`config.mk`:
```
export PLATFORM = sky130hd
export DESIGN_NAME = clkdiv_ctrl
export DESIGN_NICKNAME = d
export VERILOG_FILES = /design/src/rtl/clkdiv_ctrl.sv
export SDC_FILE = /design/constraint.sdc
export NUM_CORES = 1
export LEC_CHECK = 0
export CAP_MARGIN = 10
export CORE_MARGIN = 2
export CORE_UTILIZATION = 43
export CTS_BUF_LIST = sky130_fd_sc_hd__clkbuf_16
export CTS_CLUSTER_SIZE = 25
export DETAILED_ROUTE_END_ITERATION = 7
export GPL_ROUTABILITY_DRIVEN = 0
export HOLD_SLACK_MARGIN = 0.05
export PLACE_DENSITY = 0.65
export SLEW_MARGIN = 20
export SYNTH_ARGS = -nofsm -noshare
export SYNTH_HDL_FRONTEND = slang
export SYNTH_SLANG_ARGS = --single-unit
```
`constraint.sdc`:
```
create_clock -name i_clk -period 3.9 [get_ports i_clk]
set_clock_uncertainty 0.15 [all_clocks]
set_input_delay 0.78 -clock i_clk [delete_from_list [all_inputs] [get_ports i_clk]]
set_output_delay 0.78 -clock i_clk [all_outputs]
set_load 0.02 [all_outputs]
```
`src/rtl/clkdiv_ctrl.sv`:
```
// Slow-clock divider controller: holds the divide ratio, sequences
// IDLE/RUN/PAUSE/STEP, and produces a 1-cycle tick plus a 50%-duty clock.
// New divisors arrive over a valid/ready port and take effect only at a
// period boundary, so an output period is never truncated or stretched.
module clkdiv_ctrl #(
  parameter int unsigned CNT_W       = 24,
  parameter int unsigned DEFAULT_DIV = 10000000,
  parameter int unsigned MIN_DIV     = 2
) (
  input  logic             i_clk,
  input  logic             i_reset,
  input  logic             i_cmd_start,
  input  logic             i_cmd_pause,
  input  logic             i_cmd_stop,
  input  logic             i_cmd_step,
  input  logic             i_cfg_valid,
  input  logic [CNT_W-1:0] i_cfg_div,
  output logic             o_cfg_ready,
  output logic             o_cfg_err,
  output logic             o_tick,
  output logic             o_clk_out,
  output logic [CNT_W-1:0] o_div_cur,
  output logic [1:0]       o_state
);

  typedef enum logic [1:0] {
    StIdle  = 2'b00,
    StRun   = 2'b01,
    StPause = 2'b10,
    StStep  = 2'b11
  } state_t;

  localparam logic [CNT_W-1:0] DefDiv = CNT_W'(DEFAULT_DIV);
  localparam logic [CNT_W-1:0] MinDiv = CNT_W'(MIN_DIV);
  localparam logic [CNT_W-1:0] One    = CNT_W'(1);

  state_t           r_state;
  logic [CNT_W-1:0] r_count;
  logic [CNT_W-1:0] r_div_cur;
  logic [CNT_W-1:0] r_pend_div;
  logic             r_pend_valid;
  logic             r_cfg_err;
  logic             r_tick;
  logic             r_clk_out;

  logic             w_cfg_fire;
  logic             w_cfg_low;
  logic [CNT_W-1:0] w_cfg_clamped;
  logic             w_wrap;

  // Handshake, clamping and end-of-period detection.
  always_comb begin
    w_cfg_fire    = i_cfg_valid & ~r_pend_valid;
    w_cfg_low     = i_cfg_div < MinDiv;
    w_cfg_clamped = w_cfg_low ? MinDiv : i_cfg_div;
    w_wrap        = (r_count == (r_div_cur - One));
  end

  // Controller FSM; all outputs registered, stop has top priority.
  always_ff @(posedge i_clk or posedge i_reset) begin
    if (i_reset) begin
      r_state      <= StIdle;
      r_count      <= '0;
      r_div_cur    <= DefDiv;
      r_pend_div   <= '0;
      r_pend_valid <= 1'b0;
      r_cfg_err    <= 1'b0;
      r_tick       <= 1'b0;
      r_clk_out    <= 1'b0;
    end else begin
      r_tick    <= 1'b0;
      r_cfg_err <= 1'b0;
      // Accept only into an empty pending slot, so accept and apply never collide.
      if (w_cfg_fire) begin
        r_pend_valid <= 1'b1;
        r_pend_div   <= w_cfg_clamped;
        r_cfg_err    <= w_cfg_low;
      end
      if (i_cmd_stop) begin
        r_state   <= StIdle;
        r_count   <= '0;
        r_clk_out <= 1'b0;
        if (r_pend_valid) begin
          r_div_cur    <= r_pend_div;
          r_pend_valid <= 1'b0;
        end
      end else begin
        case (r_state)
          StIdle: begin
            r_count   <= '0;
            r_clk_out <= 1'b0;
            if (r_pend_valid) begin
              r_div_cur    <= r_pend_div;
              r_pend_valid <= 1'b0;
            end
            if (i_cmd_start) r_state <= StRun;
          end
          StPause: begin
            // A divisor applied while paused restarts the period from zero.
            if (r_pend_valid) begin
              r_div_cur    <= r_pend_div;
              r_pend_valid <= 1'b0;
              r_count      <= '0;
            end
            if (i_cmd_start)     r_state <= StRun;
            else if (i_cmd_step) r_state <= StStep;
          end
          StRun, StStep: begin
            if (i_cmd_pause) begin
              r_state <= StPause;
            end else if (w_wrap) begin
              r_count   <= '0;
              r_tick    <= 1'b1;
              r_clk_out <= ~r_clk_out;
              if (r_pend_valid) begin
                r_div_cur    <= r_pend_div;
                r_pend_valid <= 1'b0;
              end
              if (r_state == StStep) r_state <= StPause;
            end else begin
              r_count <= r_count + One;
            end
          end
          default: r_state <= StIdle;
        endcase
      end
    end
  end

  // Output mapping; ready is simply "no divisor waiting to be applied".
  always_comb begin
    o_cfg_ready = ~r_pend_valid;
    o_cfg_err   = r_cfg_err;
    o_tick      = r_tick;
    o_clk_out   = r_clk_out;
    o_div_cur   = r_div_cur;
    o_state     = r_state;
  end

endmodule

```
# --- Yosys cells after proc, flatten, opt, wreduce, memory -nomap -nowiden ---
# Cells that the tools add are included.
word_totals:
  register_bits: 78
  out_inout_bits: 30
  word_cells: 67
  in_bits: 31
op_classes:
  add_sub_neg: 2
  reduce_logical: 8
  n_bitwise: 3
  eq_ne: 11
  magnitude_cmp: 1
  n_mux: 34
ops:
  columns: ["op", "count"]
  rows:
  - ["$mux W24", 9]
  - ["$pmux W24 S3", 1]
  - ["$pmux W24 S2", 1]
  - ["$add A24 B1 Y24 const B", 1]
  - ["$eq A24 B24 Y1", 1]
  - ["$lt A24 B2 Y1 const B", 1]
  - ["$sub A24 B1 Y24 const B", 1]
  - ["$mux W2", 7]
  - ["$mux W1", 13]
  - ["$ne A3 B3 Y1 const B", 4]
  - ["$ne A4 B4 Y1 const B", 3]
  - ["$pmux W2 S3", 1]
  - ["$eq A2 B2 Y1 const B", 2]
  - ["$pmux W1 S2", 2]
  - ["$reduce_and A2 Y1", 2]
  - ["$reduce_and A4 Y1", 1]
  - ["$reduce_or A2 Y1", 2]
  - ["$reduce_and A3 Y1", 1]
  - ["$reduce_bool A3 Y1", 1]
  - ["$eq A2 B1 Y1 const B", 1]
  - ["$logic_not A2 Y1", 1]
  - ["$not A1 Y1", 2]
  - ["$and A1 B1 Y1", 1]

# --- Depth between registers and ports, before layout ---
# Gate-level depths: netlist of run 1.
depth:
  depth_word: 8
  mapped_depth: 11
  ltp_nobuf: 10

# --- Least setup slack after synthesis of run 1 ---
# No wires, ideal clock.
synth_timing:
  path_type: "reg-to-reg"
  start: "register r_div_cur[5] (netlist: o_div_cur[5])"
  end: "register r_div_cur[0] (netlist: o_div_cur[0])"
  setup_slack_ps: 350
  setup_ps: 125
  arrival_ps: 3275
  stages_incl_launch_ff: 12
  path_cell_list: "dfrtp_1 -> buf_6 -> or4_1 -> buf_6 -> nor4_4 -> nor4b_2 -> nor2_1 -> or4_1 -> nor4_1 -> o21ai_2 -> buf_6 -> mux2_4"
synth_via:
  elab_chain_len: 4
synth_lines:
  columns: ["item", "line_no", "text"]
  rows:
  - ["from (decl)", "39", "logic [CNT_W-1:0] r_div_cur;"]
  - ["from (signal assigned)", "64", "r_div_cur <= DefDiv;"]
  - ["from (signal assigned)", "84", "r_div_cur <= r_pend_div;"]
  - ["from (signal assigned)", "93", "r_div_cur <= r_pend_div;"]
  - ["$sub A24 B1 Y24", "56", "w_wrap = (r_count == (r_div_cur - One));"]
  - ["$eq A24 B24 Y1", "56", null]
  - ["$ne A3 B3 Y1 (no source line)", null, null]
  - ["$reduce_and A2 Y1 (no source line)", null, null]
# Every way passes these cells.
# A chain may end at the register's enable or synchronous reset.

# --- Worst setup path after layout of run 1 ---
layout_timing:
  start: "register r_div_cur[1] (netlist: o_div_cur[1])"
  end: "register r_div_cur[6] (netlist: o_div_cur[6])"
# The elaborated chain is that of the path after synthesis.

==> results of run 1 <==
[Yosys cell counts (all sizes together), types with 5 or more instances]
cell type,number
or4,5
xnor2,20
or2,5
clkbuf,14
nor4,18
nor2,39
mux2,48
inv,6
or3,5
nand4,9
nor3,12
dfrtp,70
and3,8
xor2,24
a21oi,11
dfstp,8
nand2,23
buf,7
nand2b,7
nand3,17
o21ai,15
[state kept, by name, summed over array words and instances (netlist names)]
name          count
o_cfg_err         1
o_clk_out         1
o_div_cur        24
o_state           2
o_tick            1
r_count          24
r_pend_div       24
r_pend_valid      1
[cells by family after synthesis]
logic type               synth area share
AO/OA/AOI/OAI                      0.0786
XOR/XNOR                           0.0861
adder cells (fa/ha/maj)           0.00559
buffers and inverters              0.0296
flip-flops                          0.438
multiplexers                        0.144
AND/OR/NAND/NOR                     0.217
[power breakdown]
part	total [mW]	internal, mW	switching [mW]
Sequential	1.16	0.965	0.196
Clock	0.790	0.439	0.351
Combinational	1.00	0.522	0.479
Total	2.95	1.93	1.03
[routing by layer]
layer | part of all wire | up-vias | wire (um) | track usage
li1 | - | 1680 | - | -
met1 | 0.46 | 1696 | 4840 | 0.281
met2 | 0.48 | 75 | 4980 | 0.301
met3 | 0.049 | 8 | 515 | 0.0294
met4 | 0.012 | 0 | 128 | 0.0761
met5 | 0 | - | 0 | 0
[per-stage QoR]
stage                     cell area [um2]   util  std cells  setup slack [ps]  hold WS (ps)
after global placement               5240  0.512        614               274           336
after detailed placement             5240  0.512        614               173           342
after floorplan                      4480      -        427               350           317
after CTS                            5520  0.540        630               144           357
after global routing                 5530  0.540        630              21.3           371
final                                5530  0.540        630               224           355
[what timing repair did]
item / 4_1_cts / 5_1_grt
setup endpoints to repair: 0 / 24
setup buffers: 0 / 0
resized for setup: 0 / 1
[worst register-to-register path, delay by kind of cell (launching register included)]
kind                       cells  cell delay (ps)
AOI/OAI and AO/OA              2              230
DFF                            1              430
adders and majority gates      1              240
and+or+nand+nor                5             1790
buffers and inverters          2              360
muxes                          1              350
[worst paths after layout]
check / startpoint / to / slack (ps) / depth (start not counted)
worst max-delay path: o_div_cur[1] / o_div_cur[6] / 220 / 11
worst min-delay path: r_pend_div[21] / r_pend_div[21] / 350 / 1
worst max register to register: o_div_cur[1] / o_div_cur[6] / 220 / 11
worst min register to register: r_pend_div[21] / r_pend_div[21] / 350 / 1
max in group asynchronous: i_reset / o_div_cur[23] / 2310 / 3
min in group asynchronous: i_reset / o_cfg_err / 580 / 2
[area by class of cell]
cell class	count	area [um2]	share of cell area
Multi-Input combinational cell	322	2390	0.432
Sequential cell	78	1960	0.355
Timing Repair Buffer	72	703	0.127
Clock buffer	9	225	0.0408
Tap cell	136	170	0.0308
Clock inverter	7	56.3	0.0102
Inverter	6	22.5	0.00408
==> impl_metrics.json, run 1 <==
{
  "first_pass_iters": 4,
  "final_cell_mix": "dfrtp_1 (70), clkdlybuf4s50_1 (60), nor2_1 (39), mux2_2 (28), xor2_1 (24)",
  "fin_crit_ps": 3680,
  "grt_usage": 0.197,
  "power_mw": 2.95,
  "drt-wirelength-per-cell_um": 16.6,
  "rsz0062_at_grt": "false",
  "critPathKind": "reg2reg",
  "crit_slowest_cell": "or4b_4",
  "end_kind": "flip-flop",
  "io_buffers": 60,
  "yosys.area.top_type": "dfrtp_1",
  "via_count": 3459,
  "syn_nets": 460,
  "drcViolationCount": 0,
  "grt_max_degree": 64,
  "grt.overflow.total": 0,
  "syn_inst": 427,
  "setup_viol": 0,
  "ys_types": 64,
  "antenna_cells": 0,
  "antenna_found_initial": 0,
  "cts.hold.buffers_added": 0,
  "worst_pin_slew_ps": 668,
  "syn2layout_area_growth_pct": 23.5,
  "cts_buffers": 9,
  "die_w_um": 106,
  "cp.required_ps": 3960,
  "synth.avg_cell_area_um2": 10.5,
  "row_count": 37,
  "yosysSeqAreaShare": 0.438,
  "cts_buffer_depth": 2,
  "start_util": 0.437,
  "routed_via_density": 5.49,
  "detail-route-antenna-nets": 0,
  "hp-class": "reg2reg",
  "clock_latency_ps": 330,
  "cts_num_sinks": 78,
  "synth_edf_count": 0,
  "hold_viol_final": 0,
  "fp.dieH_um": 106,
  "maxCapViolCount": 0,
  "grt_pass1_wl_um": 17600,
  "critPathMaxStageDelay_ps": 540,
  "critPathArrivalTime_ps": 3740,
  "slew_viol_final": 0,
  "peakVddDrop_mv": 0.301,
  "htree_levels": 3,
  "n_fill_cell": 913,
  "wl_um": 10500,
  "yosys_warnings": 0,
  "path_delay_family": "simple AND/OR/NAND/NOR gates",
  "status": "finished clean",
  "worstPathMaxFanout": 24,
  "hpwl_um": 7710,
  "io_pins": 61,
  "cp_num_buf_inv": 2,
  "fmax_ghz": 0.272,
  "drt_iter0_drc": 198,
  "root_buffer": "clkbuf_16",
  "nets": 522,
  "final_common_cell": "dfrtp_1",
  "cp_cell_sequence": "inv_1, ha_1, or4b_4, nor3_2, o311ai_1, and2_1, or4_1, nor4_1, o21ai_2, buf_4, mux2_4",
  "drive_gt1_frac": 0.198,
  "finalCritPeriodShare": 0.942,
  "start_kind": "flip-flop",
  "synth_top_area_frac": 0.391,
  "tns_ps": 0,
  "ys.flop_type": "dfrtp_1",
  "path_clk_slew_ps": 70,
  "synth_area_leaders": "dfrtp_1 (39%), mux2_2 (7.0%), mux2_4 (6.7%)",
  "p_per_area_mw_per_mm2": 534,
  "slew_headroom": 0.554,
  "cts_tree": "done",
  "netlist_area_mm2": 0.00448,
  "leakage_nw": 2.22,
  "synth-async-reset-ratio": 1.00,
  "core_area_mm2": 0.0102,
  "grt_pass1_vias": 3464,
  "synth_seq_cells": 78,
  "die-area_mm2": 0.0112
}
No activity file was read; power rests on OpenSTA's default activity.
==> run 2: changes to the inputs <==
--- a/constraint.sdc
+++ b/constraint.sdc
@@ -4,2 +4,2 @@
 set_output_delay 0.78 -clock i_clk [all_outputs]
-set_load 0.02 [all_outputs]
+set_load 0.005 [all_outputs]
==> results of run 2 <==
The final DEF is identical to that of run 1. Status: finished clean.
Among the figures that moved: total power 2.95 mW -> 2.85 mW; worst IR drop on VDD 0.301 mV -> 0.281 mV
==> run 3: changes to the inputs <==
- CORE_UTILIZATION: 43 -> 25
- PLACE_DENSITY: 0.65 -> default
- clock period: 3.9 -> 4 ns (I/O delays scaled with it)
==> run 3 against run 2 <==
Effect of this change:
- combinational power fell by 1%
- critical path type unchanged
- final area rose by 1.9%
- clock power rose by 3.4%
- worst hold slack improved by 0.72 ps
- worst setup slack improved by 20 ps
==> impl_metrics.json, run 3 (synthesis results as in run 1) <==
{
  "status": "finished clean",
  "grt.overflow.total": 0,
  "hold_viol_final": 0,
  "syn2layout_area_growth_pct": 25.8,
  "antenna_cells": 0,
  "nets": 519,
  "tns_ps": 0,
  "clock_latency_ps": 340,
  "fp.dieH_um": 138,
  "cp_common_cell": "or3_1",
  "cts_buffer_depth": 2,
  "p_per_area_mw_per_mm2": 503,
  "cts_tree": "done",
  "row_count": 48,
  "grt_pass1_wl_um": 18200,
  "final_cell_mix": "dfrtp_1 (70), clkdlybuf4s50_1 (60), nor2_1 (39), mux2_2 (28), xor2_1 (24)",
  "final_common_cell": "dfrtp_1",
  "dp_slack_ps": 234,
  "power_mw": 2.83,
  "regToRegSetupSlack_ps": 240,
  "cp.required_ps": 4080,
  "finalCritPeriodShare": 0.939,
  "drt-wirelength-per-cell_um": 15.5,
  "drive_gt1_frac": 0.196,
  "worst_slack_ps": 245,
  "die-area_mm2": 0.0190,
  "placed_cells": 700,
  "cts_buffers": 9,
  "multi_input_area_mm2": 0.00239,
  "grt_max_degree": 79,
  "fin_crit_ps": 3760,
  "antenna_found_initial": 0,
  "worst_pin_slew_ps": 705,
  "drcViolationCount": 0,
  "hp-class": "reg2reg",
  "core_area_mm2": 0.0174,
  "cp_cell_sequence": "inv_1, ha_1, or4b_4, or3_1, or3_1, a21oi_1, o311ai_0, nor4_1, o21ai_2, buf_6, mux2_4",
  "drt_iter0_drc": 212,
  "final_cells": 716,
  "critPathMaxStageDelay_ps": 540,
  "path_clk_slew_ps": 60,
  "leakage_nw": 2.21,
  "cts_num_sinks": 78,
  "root_buffer": "clkbuf_16",
  "peakVddDrop_mv": 0.258,
  "htree_levels": 3,
  "worstPathMaxFanout": 24,
  "die_w_um": 138,
  "slew_viol_final": 0,
  "start_kind": "flip-flop",
  "grt_usage": 0.124,
  "n_fill_cell": 1769,
  "critPathKind": "reg2reg",
  "fmax_ghz": 0.266,
  "setup_viol": 0,
  "grt_pass1_vias": 3464,
  "start_util": 0.257,
  "hold_depth": 1,
  "end_kind": "flip-flop",
  "hpwl_um": 8170,
  "detail-route-antenna-nets": 0,
  "wl_um": 11100,
  "via_count": 3481,
  "slew_headroom": 0.530,
  "io_pins": 61,
  "maxCapViolCount": 0,
  "first_pass_iters": 4,
  "critPathArrivalTime_ps": 3840,
  "seqCellArea_mm2": 0.00196,
  "rr_worst_depth": 11,
  "io_buffers": 60,
  "routed_via_density": 4.86,
  "crit_slowest_cell": "or4b_4"
}
==> run 3: cell types whose count changed in the layout (fill, tap and decap cells not counted), sizes merged <==
cell	change
buf	-3
inv	-1
bufinv	+1
==> run 3: area by class of cell <==
| cell class | instances | share of cell area |
|---|---|---|
| multi-input combinational | 322 | 0.425 |
| timing repair buffer | 69 | 0.120 |
| clock inverter | 7 | 0.0127 |
| tap | 225 | 0.0500 |
| clock buffer | 9 | 0.0400 |
| inverter | 6 | 0.00400 |
| sequential | 78 | 0.348 |
==> run 3: path summary, 6_finish.rpt <==
| path | startpoint | end |
|---|---|---|
| max reg2reg | o_div_cur[1] | o_div_cur[11] |
| max in group asynchronous | i_reset | r_count[21] |
| min | r_pend_div[13] | o_div_cur[13] |
| min in group asynchronous | i_reset | o_cfg_err |
| max | o_div_cur[1] | o_div_cur[11] |
| min reg2reg | r_pend_div[13] | o_div_cur[13] |
==> run 3: repair_timing <==
action | in CTS | in global routing
endpoints found under the setup margin | 0 | 35
buffers inserted | 0 | 0
hold buffers | 0 | 0
gates resized for setup | 0 | 3
==> run 3: through the flow <==
step	hold slack (ps)	area, um2	utilization
after floorplan	317	4480	-
after global placement	336	5320	0.305
after detailed placement	343	5320	0.305
after CTS	357	5610	0.322
after global routing	376	5630	0.323
final	355	5630	0.323
==> run 3: worst max-delay path: cells and delay by family, from the launching register on <==
family	cells	cell delay [ps]
muxes	1	320
DFF	1	440
adders and majority gates	1	240
buffers and inverters	2	300
and+or+nand+nor	4	1690
AOI/OAI and AO/OA	3	470
==> run 3: routing by layer <==
layer  share of wire  vias up  routed length [um]  GRT usage
li1                -     1667                   -          -
met1            0.45     1709                4970      0.162
met2            0.47       87                5260      0.198
met3           0.050       18                 552     0.0235
met4           0.028        0                 306     0.0567
met5               0        -                   0          0
==> run 3: where the power goes <==
part / switching, mW / internal (mW) / leakage, nW
combinational: 0.376 / 0.506 / 1.11
sequential: 0.194 / 0.941 / 0.968
clock: 0.334 / 0.484 / 0.140
total: 0.903 / 1.93 / 2.21
